### config.mk
export PLATFORM = sky130hd
export DESIGN_NAME = ale_chunk_loader
export DESIGN_NICKNAME = d
export VERILOG_FILES = /design/src/rtl/ale_pkg.sv /design/src/rtl/byte_packer.sv /design/src/rtl/ale_chunk_loader.sv
export SDC_FILE = /design/constraint.sdc
export NUM_CORES = 1
export LEC_CHECK = 0
export BUFFER_PORTS_ARGS = -buffer_cell sky130_fd_sc_hd__buf_4
export CORE_AREA = 2 2 100 126
export CTS_CLUSTER_SIZE = 40
export DETAILED_ROUTE_END_ITERATION = 10
export DIE_AREA = 0 0 102 128
export PLACE_DENSITY_LB_ADDON = 0.3
export SLEW_MARGIN = 20
export SYNTH_ARGS = -nofsm -noshare
export SYNTH_HDL_FRONTEND = slang
export SYNTH_SLANG_ARGS = --single-unit
### constraint.sdc
create_clock -name Clk -period 3.8 [get_ports Clk]
set_clock_uncertainty 0.2 [all_clocks]
set_input_delay 0.19 -clock Clk [delete_from_list [all_inputs] [get_ports Clk]]
set_output_delay 0.19 -clock Clk [all_outputs]
set_load 0.01 [all_outputs]
### src/rtl/ale_pkg.sv
// Shared definitions for the chunk loader and the miner top: size defaults, loader states, word-count helper.
// Latency: n/a (package, no logic).
// Backpressure: n/a.
// Contents: DEF_NONCE_BYTE_LEN, DEF_MAX_WORDS, ld_state_e, words_from_len().
package ale_pkg;

  // Nonce bytes counted in ChunkLength but generated by the miner, not streamed.
  localparam int DEF_NONCE_BYTE_LEN = 24;
  // Miner chunk memory is 6x16 words, minus the 6 words the nonce occupies.
  localparam int DEF_MAX_WORDS      = 90;

  typedef enum logic [2:0] {
    ST_IDLE,
    ST_TRIG,
    ST_LOAD,
    ST_FLUSH,
    ST_DONE
  } ld_state_e;

  // Words written for a chunk: ceil((chunk_len - nonce_len) / 4) in 32-bit
  // unsigned arithmetic. The miner uses the same helper so both agree on W.
  function automatic logic [31:0] words_from_len(input logic [31:0] chunk_len,
                                                 input logic [31:0] nonce_len);
    logic [31:0] payload;
    payload = chunk_len - nonce_len;
    return (payload + 32'd3) >> 2;
  endfunction

endpackage

### src/rtl/byte_packer.sv
// Packs a byte stream little-endian into 32-bit words; zero-fills a short final word.
// Latency: word appears one cycle after the byte that completes it (lane 3 or last byte).
// Backpressure: none; caller only pushes when it can accept, clear drops a partial word.
// Ports: clk/rst_n; clear (drop partial), push/last/lane/din (byte in); word_vld/word_dat (registered word out).
module byte_packer (
  input  logic        clk,
  input  logic        rst_n,
  input  logic        clear,
  input  logic        push,
  input  logic        last,
  input  logic [1:0]  lane,
  input  logic [7:0]  din,
  output logic        word_vld,
  output logic [31:0] word_dat
);

  logic [31:0] acc_q;
  logic [31:0] merged;
  logic        vld_q;
  logic [31:0] dat_q;

  // Current partial word with the incoming byte dropped into its lane.
  always_comb begin
    merged = acc_q;
    merged[{lane, 3'b000} +: 8] = din;
  end

  always_ff @(posedge clk or negedge rst_n) begin
    if (!rst_n) begin
      acc_q <= '0;
      vld_q <= 1'b0;
      dat_q <= '0;
    end else if (clear) begin
      acc_q <= '0;
      vld_q <= 1'b0;
    end else if (push) begin
      if (lane == 2'd3 || last) begin
        // Emit and restart from zero so unfilled lanes of the next word read 0.
        dat_q <= merged;
        vld_q <= 1'b1;
        acc_q <= '0;
      end else begin
        acc_q <= merged;
        vld_q <= 1'b0;
      end
    end else begin
      vld_q <= 1'b0;
    end
  end

  assign word_vld = vld_q;
  assign word_dat = dat_q;

endmodule

### src/rtl/ale_chunk_loader.sv
// Host-side writer for the miner chunk memory: trigger, then stream payload bytes as packed words.
// Latency: Start -> Trig +1; byte completing a word -> Wr +1; last Wr -> Done +1.
// Backpressure: ByteRdy_O high only in LOAD; input gaps stall indefinitely, Abort_I drops back to IDLE.
// Ports: Clk/Rst_n; Start_I/Abort_I/ChunkLength_I control; ByteVld_I/ByteData_I/ByteRdy_O byte stream;
//        Trig_O/Wr_O/Data_O miner side; Busy_O/Done_O/Err_O/WordCnt_O status.
module ale_chunk_loader
  import ale_pkg::*;
#(
  parameter int NONCE_BYTE_LEN = DEF_NONCE_BYTE_LEN,
  parameter int MAX_WORDS      = DEF_MAX_WORDS,
  parameter int ADDR_WIDTH     = 7
) (
  input  logic                  Clk,
  input  logic                  Rst_n,
  input  logic                  Start_I,
  input  logic                  Abort_I,
  input  logic [31:0]           ChunkLength_I,
  input  logic                  ByteVld_I,
  input  logic [7:0]            ByteData_I,
  output logic                  ByteRdy_O,
  output logic                  Trig_O,
  output logic                  Wr_O,
  output logic [31:0]           Data_O,
  output logic                  Busy_O,
  output logic                  Done_O,
  output logic                  Err_O,
  output logic [ADDR_WIDTH-1:0] WordCnt_O
);

  // Byte index / payload length width: must hold 4*MAX_WORDS.
  localparam int BW = $clog2(4 * MAX_WORDS + 1);

  ld_state_e             state_q, state_nxt;
  logic                  trig_q, trig_nxt;
  logic                  rdy_q, rdy_nxt;
  logic                  busy_q, busy_nxt;
  logic                  done_q, done_nxt;
  logic                  err_q, err_nxt;

  logic [BW-1:0]         p_len_q;
  logic [31:0]           w_total_q;
  logic [BW-1:0]         byte_idx_q;
  logic [ADDR_WIDTH-1:0] word_cnt_q;

  logic [31:0]           p_calc;
  logic [31:0]           w_calc;
  logic                  legal;
  logic                  start_ok;
  logic                  abort_act;
  logic                  hs;
  logic                  last_byte;
  logic                  word_end;
  logic                  pk_vld;
  logic [31:0]           pk_dat;

  // A ChunkLength below the nonce size wraps to a huge payload, so the upper
  // bound alone also rejects underflow.
  assign p_calc    = ChunkLength_I - 32'(NONCE_BYTE_LEN);
  assign w_calc    = words_from_len(ChunkLength_I, 32'(NONCE_BYTE_LEN));
  assign legal     = (p_calc != 32'd0) && (p_calc <= 32'(4 * MAX_WORDS));
  assign start_ok  = (state_q == ST_IDLE) && Start_I && legal;
  assign abort_act = Abort_I && (state_q != ST_IDLE);

  // Abort wins over a byte presented in the same cycle.
  assign hs        = ByteVld_I && rdy_q && !Abort_I;
  assign last_byte = (byte_idx_q == p_len_q - BW'(1));
  assign word_end  = (byte_idx_q[1:0] == 2'd3) || last_byte;

  always_comb begin
    state_nxt = state_q;
    err_nxt   = 1'b0;
    case (state_q)
      ST_IDLE: begin
        if (Start_I) begin
          if (legal) state_nxt = ST_TRIG;
          else       err_nxt   = 1'b1;
        end
      end
      ST_TRIG:  state_nxt = ST_LOAD;
      ST_LOAD:  if (hs && last_byte) state_nxt = ST_FLUSH;
      // The final word strobes in the first FLUSH cycle; the counter moves with it.
      ST_FLUSH: if (pk_vld && (32'(word_cnt_q) == w_total_q)) state_nxt = ST_DONE;
      ST_DONE:  state_nxt = ST_IDLE;
      default:  state_nxt = ST_IDLE;
    endcase
    if (abort_act) state_nxt = ST_IDLE;

    // Outputs are registered from the next state.
    trig_nxt = (state_nxt == ST_TRIG);
    rdy_nxt  = (state_nxt == ST_LOAD);
    done_nxt = (state_nxt == ST_DONE);
    busy_nxt = (state_nxt != ST_IDLE);
  end

  always_ff @(posedge Clk or negedge Rst_n) begin
    if (!Rst_n) begin
      state_q    <= ST_IDLE;
      trig_q     <= 1'b0;
      rdy_q      <= 1'b0;
      busy_q     <= 1'b0;
      done_q     <= 1'b0;
      err_q      <= 1'b0;
      p_len_q    <= '0;
      w_total_q  <= '0;
      byte_idx_q <= '0;
      word_cnt_q <= '0;
    end else begin
      state_q <= state_nxt;
      trig_q  <= trig_nxt;
      rdy_q   <= rdy_nxt;
      busy_q  <= busy_nxt;
      done_q  <= done_nxt;
      err_q   <= err_nxt;
      if (start_ok) begin
        p_len_q    <= p_calc[BW-1:0];
        w_total_q  <= w_calc;
        byte_idx_q <= '0;
        word_cnt_q <= '0;
      end else if (hs) begin
        byte_idx_q <= byte_idx_q + BW'(1);
        // Count at emission so WordCnt_O steps in the same cycle Wr_O rises.
        if (word_end) word_cnt_q <= word_cnt_q + ADDR_WIDTH'(1);
      end
    end
  end

  byte_packer u_packer (
    .clk      (Clk),
    .rst_n    (Rst_n),
    .clear    (start_ok || abort_act),
    .push     (hs),
    .last     (last_byte),
    .lane     (byte_idx_q[1:0]),
    .din      (ByteData_I),
    .word_vld (pk_vld),
    .word_dat (pk_dat)
  );

  assign ByteRdy_O = rdy_q;
  assign Trig_O    = trig_q;
  assign Wr_O      = pk_vld;
  assign Data_O    = pk_dat;
  assign Busy_O    = busy_q;
  assign Done_O    = done_q;
  assign Err_O     = err_q;
  assign WordCnt_O = word_cnt_q;

endmodule

==> metrics.txt <==
Die Area=13060 um^2; core area=11940 um^2; row count=45; Initial DRT Pass Iterations=4; DRT Wirelength=14.87 mm; CTS Sinks=128; r2r endpoint=u_packer.word_dat[9]$_DFFE_PN0P_; CP required=3.89 ns; DR vias=5277; leak pwr=3.872 nW; worst hold stages=3; chip height=128 um; CP Launch Type=register; fin crit period=3.296 ns; grt total ovfl=0; # setup viols final=0; Max Slew Vio Count=0; library cells used by synthesis=58; chip width=102 um; sequential-to-total area share from yosys stat=47.65%; Ant. Diodes=0; dpl ws=0.4615 ns; internal power=2.358 mW; Clk pwr share=50.0%; placed instance count=899; top cells by count, synth=dfrtp_1 (128), nor2_1 (64), nand2_1 (51), o21ai_0 (50), inv_1 (47); Worst path max stage delay=0.49 ns; fraction of layout cells with a size suffix above 1=20.97%; syn_nets=734; CP Max Fanout=33; gr usage total=24.55%; Yosys reg bits=128; Area Growth Syn to Fin=22.08%; crit-path cells=inv_1 -> ha_1 -> inv_1 -> nand4_1 -> a2111oi_2 -> a211oi_4 -> o31ai_4 -> buf_4 -> nor2b_2 -> buf_12 -> mux2_2; setup_tns=0 ns; NetSw=0.7130 mW; Ports=90; root buf cell=clkbuf_16; Mapped Avg Cell Area=9.899 um^2; Async S/R FF share, synth=100.0%; post-CTS setup buffer count=0; combinational power share=5.5%; max_cap viols=0; # DRC=0; worst setup margin=0.5041 ns; sw frac=23.22%; VDD IR-drop max=0.0002701 V; TritonCTS Buffers=17; total power per unit cell area=374.2 nW/um^2; RSZ-0062 raised after global routing=false; max_slew headroom=43.11%; Tightest Pin Transition=0.8533 ns; Min Hold Slack=0.02649 ns; layout net count=824; Via-to-Cell Ratio=5.578; Reg clk slew, reported paths=0.06 ns; post-layout util=68.74%; Most common cell on crit path=inv_1; prevailing post-synth register cell=dfrtp_1; Worst-Skew Late Latency=0.41 ns; reg2reg start=p_len_q[0]$_DFFE_PN0P_; HPWL Detailed=10.48 mm; vias in the first global route=5334; maximum root-to-sink buffer count=2; placed instance area=7483 um^2; Overall Power=3.071 mW; cell accounting for the most synthesized area=dfrtp_1; hold path startpoint=ChunkLength_I[3]; top cell type's share of synthesized area=47.65%; Hold EP=p_len_q[3]$_DFFE_PN0P_; Design Area, Final=8205 um^2; ANT nets after route=0; Post-Layout Cell Count=946; initial antenna violation count=0; gpl congestion=0.9070; count leader, synth=dfrtp_1; endpoints failing hold=0; EDFF count, synth=0; crit path kind=register to register; IO buf count=89; htree depth=4; Synth area leaders=dfrtp_1 (48%), o21ai_0 (3.7%), mux2_1 (3.7%), a22oi_1 (3.6%), nor2_1 (3.6%); CP arrival=3.39 ns; status=completed; f_max=303.4 MHz; cells after synthesis=679; CTS tree=done; worst min path class=primary input to register; first-iteration detailed-routing DRC count=342; pin count of the biggest net entering global routing=67; CP Capture Type=register; Routed WL per cell=15.72 um; Starting Density=56.31%; slowest cell on the critical path=dfrtp_1; R2R Setup Slk=0.50 ns; first-pass GRT wire length=25.21 mm; sequential share of power=44.4%; worst-case reg-to-reg path depth=11; Syn Std Cell Area=6721 um^2; synth warn=0; fill count=893; crit share post-route=86.73%
-- logic make-up (layout without fill, tap and decap cells) --
kind of cell,count (synthesis),count (layout),synth area share (%)
and+or+nand+nor,240,240,19.21
DFF,128,128,47.65
AOI/OAI and AO/OA,119,119,11.71
buffers and inverters,89,192,5.882
xor gates and xnor gates,50,50,6.515
muxes,43,43,7.167
adders and majority gates,10,10,1.862
-- area by class of cell --
type / instances / area [um^2] / share of cell area [%]
multi-input combinational: 462 / 3126 / 38.09
inverter: 47 / 176.4 / 2.150
sequential: 128 / 3203 / 39.04
tap: 164 / 205.2 / 2.501
clock inverter: 14 / 132.6 / 1.616
clock buffer: 18 / 439.2 / 5.352
timing repair buffer: 113 / 923.4 / 11.25
-- flip-flops by register name, indices dropped and copies added, names as in the netlist, 3 cells and up --
signal and flops:
p_len_q 9, byte_idx_q 9, WordCnt_O 7, w_total_q 30
u_packer.acc_q 32, u_packer.word_dat 32, state_q 3
-- worst max-delay path: cells and delay by family (launching register included) --
kind	cells	cell delay, ns
AO/OA/AOI/OAI	3	0.88
adder cells (fa/ha/maj)	1	0.28
buffers and inverters	4	0.63
flip-flops	1	0.49
multiplexers	1	0.36
AND/OR/NAND/NOR	2	0.30
-- per-layer routing --
metal	global-route usage, %	part of all wire [%]	wire (um)
met5	0	0	0
met2	43.65	53	7839
met3	5.071	4.6	687
met4	9.569	2.6	383
met1	28.73	40	5956
-- layout by cell type, fill, tap and decap left out, types with 6 or more instances in the layout --
master	synthesis	routed
a21oi_1	7	7
or3_1	7	7
inv_1	47	47
a22oi_1	32	32
nor2b_1	30	29
buf_4	6	95
nor3_1	16	16
mux2_2	19	19
clkbuf_16	0	17
a31oi_1	6	6
xor2_1	23	23
nor2_1	64	64
dlygate4sd3_1	0	15
o21ai_0	50	50
ha_1	10	10
dfrtp_1	128	128
xnor2_1	27	27
nand3_1	9	9
mux2_1	22	22
nor4_1	9	9
nand2_1	51	51
nand4_1	15	15
-- worst max-delay path by stage --
stage / from / endpoint / cells past startpoint
detailed placement: ChunkLength_I[3] / u_packer.acc_q[28]$_DFFE_PN0P_ / 10
CTS: p_len_q[0]$_DFFE_PN0P_ / u_packer.word_dat[12]$_DFFE_PN0P_ / 11
global route: p_len_q[0]$_DFFE_PN0P_ / u_packer.word_dat[12]$_DFFE_PN0P_ / 11
global placement: ChunkLength_I[3] / u_packer.acc_q[20]$_DFFE_PN0P_ / 10
finish: p_len_q[0]$_DFFE_PN0P_ / u_packer.word_dat[9]$_DFFE_PN0P_ / 11
floorplan: p_len_q[2]$_DFFE_PN0P_ / u_packer.word_dat[12]$_DFFE_PN0P_ / 9
-- power by group through the flow --
stage | sequential [mW] | combinational (mW) | clock (mW)
final | 1.36 | 0.170 | 1.54
after global routing | 1.36 | 0.188 | 1.63
after CTS | 1.36 | 0.171 | 1.56
after detailed placement | 1.39 | 0.158 | 0
after global placement | 1.39 | 0.154 | 0
after floorplan | 1.39 | 0.0657 | 0
-- what timing repair did --
| item | in CTS | in global routing |
|---|---|---|
| gates resized for setup | 0 | 0 |
| endpoints found under the hold margin | 110 | 0 |
| hold buffers | 15 | 0 |
No activity file was read; power rests on OpenSTA's default activity.
